--- config.mk ---
export PLATFORM = sky130hd
export DESIGN_NAME = dcache_controller_flat
export DESIGN_NICKNAME = d
export VERILOG_FILES = /design/src/rtl/dcache_controller_if.sv /design/src/rtl/dcache_controller.sv /design/src/flat_wrapper.sv
export SDC_FILE = /design/constraint.sdc
export NUM_CORES = 2
export LEC_CHECK = 0
export ABC_CLOCK_PERIOD_IN_PS = 13100
export CAP_MARGIN = 10
export CORE_MARGIN = 2
export CORE_UTILIZATION = 45
export DETAILED_ROUTE_END_ITERATION = 12
export SLEW_MARGIN = 20
export SYNTH_ARGS = -nofsm -noshare
export SYNTH_HDL_FRONTEND = slang
export SYNTH_SLANG_ARGS = --single-unit
--- constraint.sdc ---
create_clock -name CLK -period 13.1 [get_ports CLK]
set_input_delay 1.31 -clock CLK [delete_from_list [all_inputs] [get_ports CLK]]
set_output_delay 1.31 -clock CLK [all_outputs]
set_load 0.02 [all_outputs]
--- src/rtl/dcache_controller_if.sv ---
// Pipeline/memory-side bundle of the data cache controller.
// DCACHE_STATS_EN adds the HIT_COUNT/MISS_COUNT statistics outputs.
interface dcache_controller_if;
  logic [3:0]   READ_WRITE;
  logic [31:0]  ADDRESS;
  logic [31:0]  WRITE_DATA;
  logic [31:0]  READ_DATA;
  logic         BUSYWAIT;
  logic         MEM_READ;
  logic         MEM_WRITE;
  logic [27:0]  MEM_ADDRESS;
  logic [127:0] MEM_WRITEDATA;
  logic [127:0] MEM_READDATA;
  logic         MEM_ACK;
`ifdef DCACHE_STATS_EN
  logic [31:0]  HIT_COUNT;
  logic [31:0]  MISS_COUNT;

  modport slave (
    input  READ_WRITE, ADDRESS, WRITE_DATA, MEM_READDATA, MEM_ACK,
    output READ_DATA, BUSYWAIT, MEM_READ, MEM_WRITE, MEM_ADDRESS, MEM_WRITEDATA,
    output HIT_COUNT, MISS_COUNT
  );
  modport master (
    output READ_WRITE, ADDRESS, WRITE_DATA, MEM_READDATA, MEM_ACK,
    input  READ_DATA, BUSYWAIT, MEM_READ, MEM_WRITE, MEM_ADDRESS, MEM_WRITEDATA,
    input  HIT_COUNT, MISS_COUNT
  );
`else
  modport slave (
    input  READ_WRITE, ADDRESS, WRITE_DATA, MEM_READDATA, MEM_ACK,
    output READ_DATA, BUSYWAIT, MEM_READ, MEM_WRITE, MEM_ADDRESS, MEM_WRITEDATA
  );
  modport master (
    output READ_WRITE, ADDRESS, WRITE_DATA, MEM_READDATA, MEM_ACK,
    input  READ_DATA, BUSYWAIT, MEM_READ, MEM_WRITE, MEM_ADDRESS, MEM_WRITEDATA
  );
`endif
endinterface

--- src/rtl/dcache_controller.sv ---
// Direct-mapped write-back/write-allocate data cache controller.
// Optional hit/miss statistics counters are enabled by DCACHE_STATS_EN.
//
// state      | meaning
// IDLE       | serve hits, detect misses
// WRITEBACK  | dirty victim line written to memory, wait MEM_ACK
// REFILL     | requested line read from memory, wait MEM_ACK
// UPDATE     | one stall cycle after refill, access now hits
module dcache_controller #(
  parameter  int SETS       = 8,
  parameter  int LINE_WORDS = 4,
  localparam int IDX_W      = $clog2(SETS),
  localparam int TAG_W      = 32 - IDX_W - 4,
  localparam int LINE_W     = LINE_WORDS * 32
) (
  input  logic               CLK,
  input  logic               RESET,
  dcache_controller_if.slave bus
);

  typedef enum logic [1:0] {S_IDLE, S_WRITEBACK, S_REFILL, S_UPDATE} state_e;

  state_e state_q, state_d;

  logic [LINE_W-1:0] data_q [SETS];
  logic [TAG_W-1:0]  tag_q  [SETS];
  logic [SETS-1:0]   valid_q, valid_d;
  logic [SETS-1:0]   dirty_q, dirty_d;
  logic [31:0]       read_data_q, read_data_d;

  logic [IDX_W-1:0]  idx;
  logic [TAG_W-1:0]  tag;
  logic [1:0]        word_sel, byte_sel;

  logic              is_load, is_store, ld_signed, access, hit, load_hit;
  logic [1:0]        size;
  logic [LINE_W-1:0] cur_line, new_line;
  logic [31:0]       cur_word, new_word, ld_ext, wrep;
  logic [7:0]        ld_byte;
  logic [15:0]       ld_half;
  logic [3:0]        be;
  logic              store_we, refill_we;

  logic              busywait, mem_read, mem_write;
  logic [27:0]       mem_address;
  logic [LINE_W-1:0] mem_writedata;

  assign idx      = bus.ADDRESS[4 +: IDX_W];
  assign tag      = bus.ADDRESS[31 -: TAG_W];
  assign word_sel = bus.ADDRESS[3:2];
  assign byte_sel = bus.ADDRESS[1:0];

  // size: 0 byte, 1 half, 2 word
  always_comb begin
    is_load   = 1'b0;
    is_store  = 1'b0;
    ld_signed = 1'b0;
    size      = 2'd2;
    case (bus.READ_WRITE)
      4'b1000: begin is_load  = 1'b1; ld_signed = 1'b1; size = 2'd0; end
      4'b1001: begin is_load  = 1'b1; ld_signed = 1'b1; size = 2'd1; end
      4'b1010: begin is_load  = 1'b1; size = 2'd2; end
      4'b1100: begin is_load  = 1'b1; size = 2'd0; end
      4'b1101: begin is_load  = 1'b1; size = 2'd1; end
      4'b1011: begin is_store = 1'b1; size = 2'd0; end
      4'b1110: begin is_store = 1'b1; size = 2'd1; end
      4'b1111: begin is_store = 1'b1; size = 2'd2; end
      default: ;
    endcase
  end

  assign access   = is_load | is_store;
  assign hit      = valid_q[idx] && (tag_q[idx] == tag) && access;
  assign load_hit = hit && is_load;

  assign cur_line = data_q[idx];
  assign cur_word = cur_line[{word_sel, 5'b0} +: 32];
  assign ld_byte  = cur_word[{byte_sel, 3'b0} +: 8];
  assign ld_half  = cur_word[{bus.ADDRESS[1], 4'b0} +: 16];

  always_comb begin
    case (size)
      2'd0:    ld_ext = {{24{ld_signed & ld_byte[7]}}, ld_byte};
      2'd1:    ld_ext = {{16{ld_signed & ld_half[15]}}, ld_half};
      default: ld_ext = cur_word;
    endcase
  end

  always_comb begin
    case (size)
      2'd0: begin
        be   = 4'b0001 << byte_sel;
        wrep = {4{bus.WRITE_DATA[7:0]}};
      end
      2'd1: begin
        be   = bus.ADDRESS[1] ? 4'b1100 : 4'b0011;
        wrep = {2{bus.WRITE_DATA[15:0]}};
      end
      default: begin
        be   = 4'b1111;
        wrep = bus.WRITE_DATA;
      end
    endcase
    new_word = cur_word;
    for (int i = 0; i < 4; i++) begin
      if (be[i]) new_word[i*8 +: 8] = wrep[i*8 +: 8];
    end
    new_line = cur_line;
    new_line[{word_sel, 5'b0} +: 32] = new_word;
  end

  // Stores commit only from IDLE so the UPDATE-cycle re-evaluation never writes twice.
  assign store_we  = (state_q == S_IDLE) && hit && is_store;
  assign refill_we = (state_q == S_REFILL) && bus.MEM_ACK;

  always_ff @(posedge CLK or posedge RESET) begin
    if (RESET) state_q <= S_IDLE;
    else       state_q <= state_d;
  end

  always_comb begin
    state_d = state_q;
    case (state_q)
      S_IDLE: begin
        if (access && !hit)
          state_d = (valid_q[idx] && dirty_q[idx]) ? S_WRITEBACK : S_REFILL;
      end
      S_WRITEBACK: if (bus.MEM_ACK) state_d = S_REFILL;
      S_REFILL:    if (bus.MEM_ACK) state_d = S_UPDATE;
      S_UPDATE:    state_d = S_IDLE;
      default:     state_d = S_IDLE;
    endcase
  end

  always_comb begin
    busywait      = 1'b0;
    mem_read      = 1'b0;
    mem_write     = 1'b0;
    mem_address   = '0;
    mem_writedata = '0;
    case (state_q)
      S_IDLE: busywait = access && !hit;
      S_WRITEBACK: begin
        busywait      = 1'b1;
        mem_write     = 1'b1;
        mem_address   = {tag_q[idx], idx};
        mem_writedata = cur_line;
      end
      S_REFILL: begin
        busywait    = 1'b1;
        mem_read    = 1'b1;
        mem_address = {tag, idx};
      end
      S_UPDATE: busywait = 1'b1;
      default: ;
    endcase
  end

  // Tag and data storage carry no reset; valid bits guard their contents.
  always_ff @(posedge CLK) begin
    if (refill_we) begin
      data_q[idx] <= bus.MEM_READDATA;
      tag_q[idx]  <= tag;
    end else if (store_we) begin
      data_q[idx] <= new_line;
    end
  end

  always_comb begin
    valid_d     = valid_q;
    dirty_d     = dirty_q;
    read_data_d = load_hit ? ld_ext : read_data_q;
    if (refill_we) begin
      valid_d[idx] = 1'b1;
      dirty_d[idx] = 1'b0;
    end else if (store_we) begin
      dirty_d[idx] = 1'b1;
    end
  end

  always_ff @(posedge CLK or posedge RESET) begin
    if (RESET) begin
      valid_q     <= '0;
      dirty_q     <= '0;
      read_data_q <= '0;
    end else begin
      valid_q     <= valid_d;
      dirty_q     <= dirty_d;
      read_data_q <= read_data_d;
    end
  end

  // A pending miss in IDLE must not show as a stall while reset is held.
  assign bus.BUSYWAIT      = busywait && !RESET;
  assign bus.MEM_READ      = mem_read;
  assign bus.MEM_WRITE     = mem_write;
  assign bus.MEM_ADDRESS   = mem_address;
  assign bus.MEM_WRITEDATA = mem_writedata;
  assign bus.READ_DATA     = load_hit ? ld_ext : read_data_q;

`ifdef DCACHE_STATS_EN
  logic [31:0] hit_count_q, miss_count_q;
  logic        from_update_q;

  // The IDLE hit right after UPDATE finishes a miss and is not a fresh hit.
  always_ff @(posedge CLK or posedge RESET) begin
    if (RESET) begin
      hit_count_q   <= '0;
      miss_count_q  <= '0;
      from_update_q <= 1'b0;
    end else begin
      from_update_q <= (state_q == S_UPDATE);
      if (state_q == S_IDLE && hit && !from_update_q) hit_count_q <= hit_count_q + 32'd1;
      if (state_q == S_IDLE && access && !hit)        miss_count_q <= miss_count_q + 32'd1;
    end
  end

  assign bus.HIT_COUNT  = hit_count_q;
  assign bus.MISS_COUNT = miss_count_q;
`endif

endmodule
--- src/flat_wrapper.sv ---
// flat-port wrapper written by rule: the top's interface ports become plain ports
module dcache_controller_flat 
#(
  parameter  int SETS       = 8,
  parameter  int LINE_WORDS = 4,
  localparam int IDX_W      = $clog2(SETS),
  localparam int TAG_W      = 32 - IDX_W - 4,
  localparam int LINE_W     = LINE_WORDS * 32
)
  (CLK, RESET, bus_READ_WRITE, bus_ADDRESS, bus_WRITE_DATA, bus_MEM_READDATA, bus_MEM_ACK, bus_READ_DATA, bus_BUSYWAIT, bus_MEM_READ, bus_MEM_WRITE, bus_MEM_ADDRESS, bus_MEM_WRITEDATA);
  dcache_controller_if bus_i ();
  input  logic CLK;
  input  logic RESET;
  input wire logic [$bits(bus_i.READ_WRITE)-1:0] bus_READ_WRITE;
  input wire logic [$bits(bus_i.ADDRESS)-1:0] bus_ADDRESS;
  input wire logic [$bits(bus_i.WRITE_DATA)-1:0] bus_WRITE_DATA;
  input wire logic [$bits(bus_i.MEM_READDATA)-1:0] bus_MEM_READDATA;
  input wire logic [$bits(bus_i.MEM_ACK)-1:0] bus_MEM_ACK;
  output wire logic [$bits(bus_i.READ_DATA)-1:0] bus_READ_DATA;
  output wire logic [$bits(bus_i.BUSYWAIT)-1:0] bus_BUSYWAIT;
  output wire logic [$bits(bus_i.MEM_READ)-1:0] bus_MEM_READ;
  output wire logic [$bits(bus_i.MEM_WRITE)-1:0] bus_MEM_WRITE;
  output wire logic [$bits(bus_i.MEM_ADDRESS)-1:0] bus_MEM_ADDRESS;
  output wire logic [$bits(bus_i.MEM_WRITEDATA)-1:0] bus_MEM_WRITEDATA;
  assign bus_i.READ_WRITE = bus_READ_WRITE;
  assign bus_i.ADDRESS = bus_ADDRESS;
  assign bus_i.WRITE_DATA = bus_WRITE_DATA;
  assign bus_i.MEM_READDATA = bus_MEM_READDATA;
  assign bus_i.MEM_ACK = bus_MEM_ACK;
  assign bus_READ_DATA = bus_i.READ_DATA;
  assign bus_BUSYWAIT = bus_i.BUSYWAIT;
  assign bus_MEM_READ = bus_i.MEM_READ;
  assign bus_MEM_WRITE = bus_i.MEM_WRITE;
  assign bus_MEM_ADDRESS = bus_i.MEM_ADDRESS;
  assign bus_MEM_WRITEDATA = bus_i.MEM_WRITEDATA;
  dcache_controller #(.SETS(SETS), .LINE_WORDS(LINE_WORDS)) u_core (.CLK(CLK), .RESET(RESET), .bus(bus_i));
endmodule
==> metrics.cfg <==
[sta]
tightest_slew_ps = 1240
setup_violations = 0
min_period_over_period_pct = 64.5
whs_ps = 463
final_hold_viol_count = 0
worst_slack_ps = 4660
drv_slew = 0
finalSetupTns_ps = 0
grt_setup_unrepaired = false
skew_ps = 29.0
max_freq_ghz = 0.118
min_period_ps = 8440
slew_headroom_pct = 17.5

[placed_design]
preCtsSetupSlack_ps = 4930
gp_congestion = 0.894
dp_hpwl_um = 120000
io_buffers = 389

[synth]
synth-seq-cells = 1274
synth-edff-count = 1224
syn_nets = 3558
synthArstFlopShare_pct = 3.92
syn_area_um2 = 54800
ys.flop_type = edfxtp_1
synth_area_per_cell_um2 = 16.4
synth.distinct_cells = 80
synth_warnings = 0
ys_seq_area_share_pct = 69.3
syn_inst = 3351

[cts]
cts-resized-gates = 0
clk_path_buf_depth = 3
root_buffer = clkbuf_16
cts_setup_buffers = 0
cts_inserted_buffers = 136
cts.sinks = 1274
clkTransAtPathRegs_ps = 60
holdBufCountCts = 0
htreeDepth = 4
cts_tree = built
insertion_delay_ps = 760

[worst_setup_path]
cp-start-kind = input port
crit_path_cell_trace = buf_8 > buf_12 > buf_4 > mux2_2 > a221o_1 > a222oi_1 > mux2i_1 > mux2i_1 > o22ai_1 > nor3_1 > a21oi_1 > clkdlybuf4s50_1
cp.arrival_ps = 7130
required_ps = 11790
slowest_stage = buf_4
end_kind = output port
crit_fanout = 101
cpMostUsedCell = mux2i_1
path_class = input port to output port
critPathMaxStageDelay_ps = 730

[detailed_routing]
drt_iter0_drc = 5145
drt-total-wl_um = 196000
ant_nets = 0
drc = 0
route.vias.total = 35700
via_per_inst = 6.53
wire_per_inst_um = 35.8
drt_first_pass_iters = 8

[grt]
grt-ovfl-total = 0
antenna_found_initial = 6
grt_max_degree = 129
grtUsageTotal_pct = 30.8
grt_pass1_wl_um = 271000
grt_pass1_vias = 34100

[floorplanning]
start_util_pct = 45.2
fp.dieH_um = 353
dieArea_um2 = 125000
core_um2 = 121000
row_count = 128
fp.dieW_um = 353
ios = 390

[finish]
drive_above_1_share_pct = 19.2
fillers = 9944
nets = 3948
area.sequential_um2 = 38000
multi_input_area_um2 = 15400
area_growth_pct = 17.7

[power]
p_seq_share_pct = 45.8
p_leak_uw = 0.0217
combPwrFrac_pct = 17.9
p_switching_uw = 2790
p_clk_share_pct = 36.2
switching_share_pct = 27.6
internal_power_uw = 7310
power_density_nw_per_um2 = 156
peakVddDrop_uv = 138

[hold_path]
worst_hold_path_type = flop to flop

[status]
status = finished clean

[run]
drv_cap = 0

-- per-layer routing --
metal | up-vias | track usage, % | routed length [µm]
li1 | 14300 | - | -
met1 | 18500 | 43.0 | 76500
met2 | 2520 | 45.2 | 85600
met3 | 397 | 8.96 | 25100
met4 | 6 | 12.8 | 8340
met5 | - | 0 | 36
-- area by class of cell --
cell class | instances | area share (%)
Clock inverter | 62 | 0.760
Multi-Input combinational cell | 1791 | 23.9
Timing Repair Buffer | 496 | 7.37
Antenna cell | 2 | 0.00775
Tap cell | 1625 | 3.15
Clock buffer | 177 | 5.64
Sequential cell | 1274 | 58.9
Inverter | 42 | 0.262
-- cell usage after synthesis, types with 52 or more instances --
library cell / count / share of area [%]
edfxtp_1: 1224 / 67
mux2_4: 122 / 3.3
a221oi_1: 91 / 1.5
clkbuf_1: 124 / 0.85
mux2_2: 156 / 3.2
a22oi_1: 85 / 1.2
a221o_1: 69 / 1.3
o21ai_0: 65 / 0.59
mux4_2: 93 / 3.8
mux2i_1: 136 / 2.5
nor2_1: 256 / 1.8
o22ai_1: 153 / 1.7
nand2_1: 130 / 0.89
a21oi_1: 52 / 0.47
-- registers in the layout, summed over array words and instances, names as in the netlist, named ones only --
signal and cells:
u_core.data_q 1024, u_core.read_data_q 32, u_core.state_q 2, u_core.tag_q 200, u_core.valid_q 8
-- stage by stage --
step | power [µW] | area (µm²) | instances | utilization [%]
after global placement | 6480 | 60400 | 5225 | 49.7
after floorplan | 5630 | 54800 | 3351 | -
after CTS | 10100 | 64500 | 5467 | 53.2
final | 10100 | 64500 | 5469 | 53.2
after detailed placement | 6490 | 60400 | 5228 | 49.8
after global routing | 10300 | 64500 | 5468 | 53.2
-- final timing paths --
path / to / startpoint / cells past startpoint / slack, ps
min reg2reg: u_core.valid_q[0] / u_core.valid_q[0] / 1 / 460
max: bus_READ_DATA[0] / bus_ADDRESS[4] / 12 / 4660
min: u_core.valid_q[0] / u_core.valid_q[0] / 1 / 460
min in group asynchronous: u_core.read_data_q[8] / RESET / 2 / 980
max in group asynchronous: u_core.read_data_q[6] / RESET / 3 / 11280
max reg2reg: u_core.data_q[7][79] / u_core.tag_q[3][23] / 11 / 7580
-- power by group through the flow --
stage                     sequential [µW]  clock [µW]  combinational (µW)
after floorplan                      4720           0                 907
after global placement               4710           0                1780
after detailed placement             4710           0                1780
after CTS                            4630        3680                1790
after global routing                 4640        3840                1870
final                                4630        3660                1810
-- cells in the final DEF (no fill, tap or decap), drive strengths merged, types with 6 or more instances in the layout --
cell / synthesis / final
a21boi: 9 / 9
o211ai: 17 / 17
bufinv: 0 / 6
edfxtp: 1224 / 1224
mux2: 286 / 286
o22ai: 153 / 153
a21oi: 54 / 54
o21ai: 71 / 71
a22o: 29 / 29
clkdlybuf4s50: 0 / 385
nor2: 256 / 256
a222oi: 31 / 31
inv: 39 / 48
nand3: 19 / 19
buf: 120 / 111
a31oi: 11 / 11
dfrtp: 50 / 50
clkinv: 3 / 45
nor3: 12 / 12
ha: 8 / 8
and3: 10 / 10
nor2b: 25 / 25
mux2i: 136 / 136
nand2b: 6 / 6
a22oi: 85 / 85
o21a: 10 / 10
mux4: 93 / 93
xnor2: 9 / 9
a221oi: 95 / 95
xor2: 10 / 10
o22a: 28 / 28
clkbuf: 124 / 177
and2: 27 / 27
o2bb2ai: 12 / 12
nand2: 130 / 130
nand4: 10 / 10
a211oi: 10 / 10
a221o: 69 / 69
or2: 11 / 11
-- cells by family after synthesis --
group	after synthesis	share of synthesized area (%)
XOR/XNOR	19	0.303
buffers and inverters	286	2.91
AND/OR/NAND/NOR	531	4.41
AO/OA/AOI/OAI	718	9.90
multiplexers	515	13.0
adder cells (fa/ha/maj)	8	0.183
flip-flops	1274	69.3
-- worst max-delay path, delay by kind of cell --
family                 cells  cell delay (ps)
AO/OA/AOI/OAI              4             1270
multiplexers               3             1390
buffers and inverters      4             2310
AND/OR/NAND/NOR            1              560
No activity file was read; power rests on OpenSTA's default activity.
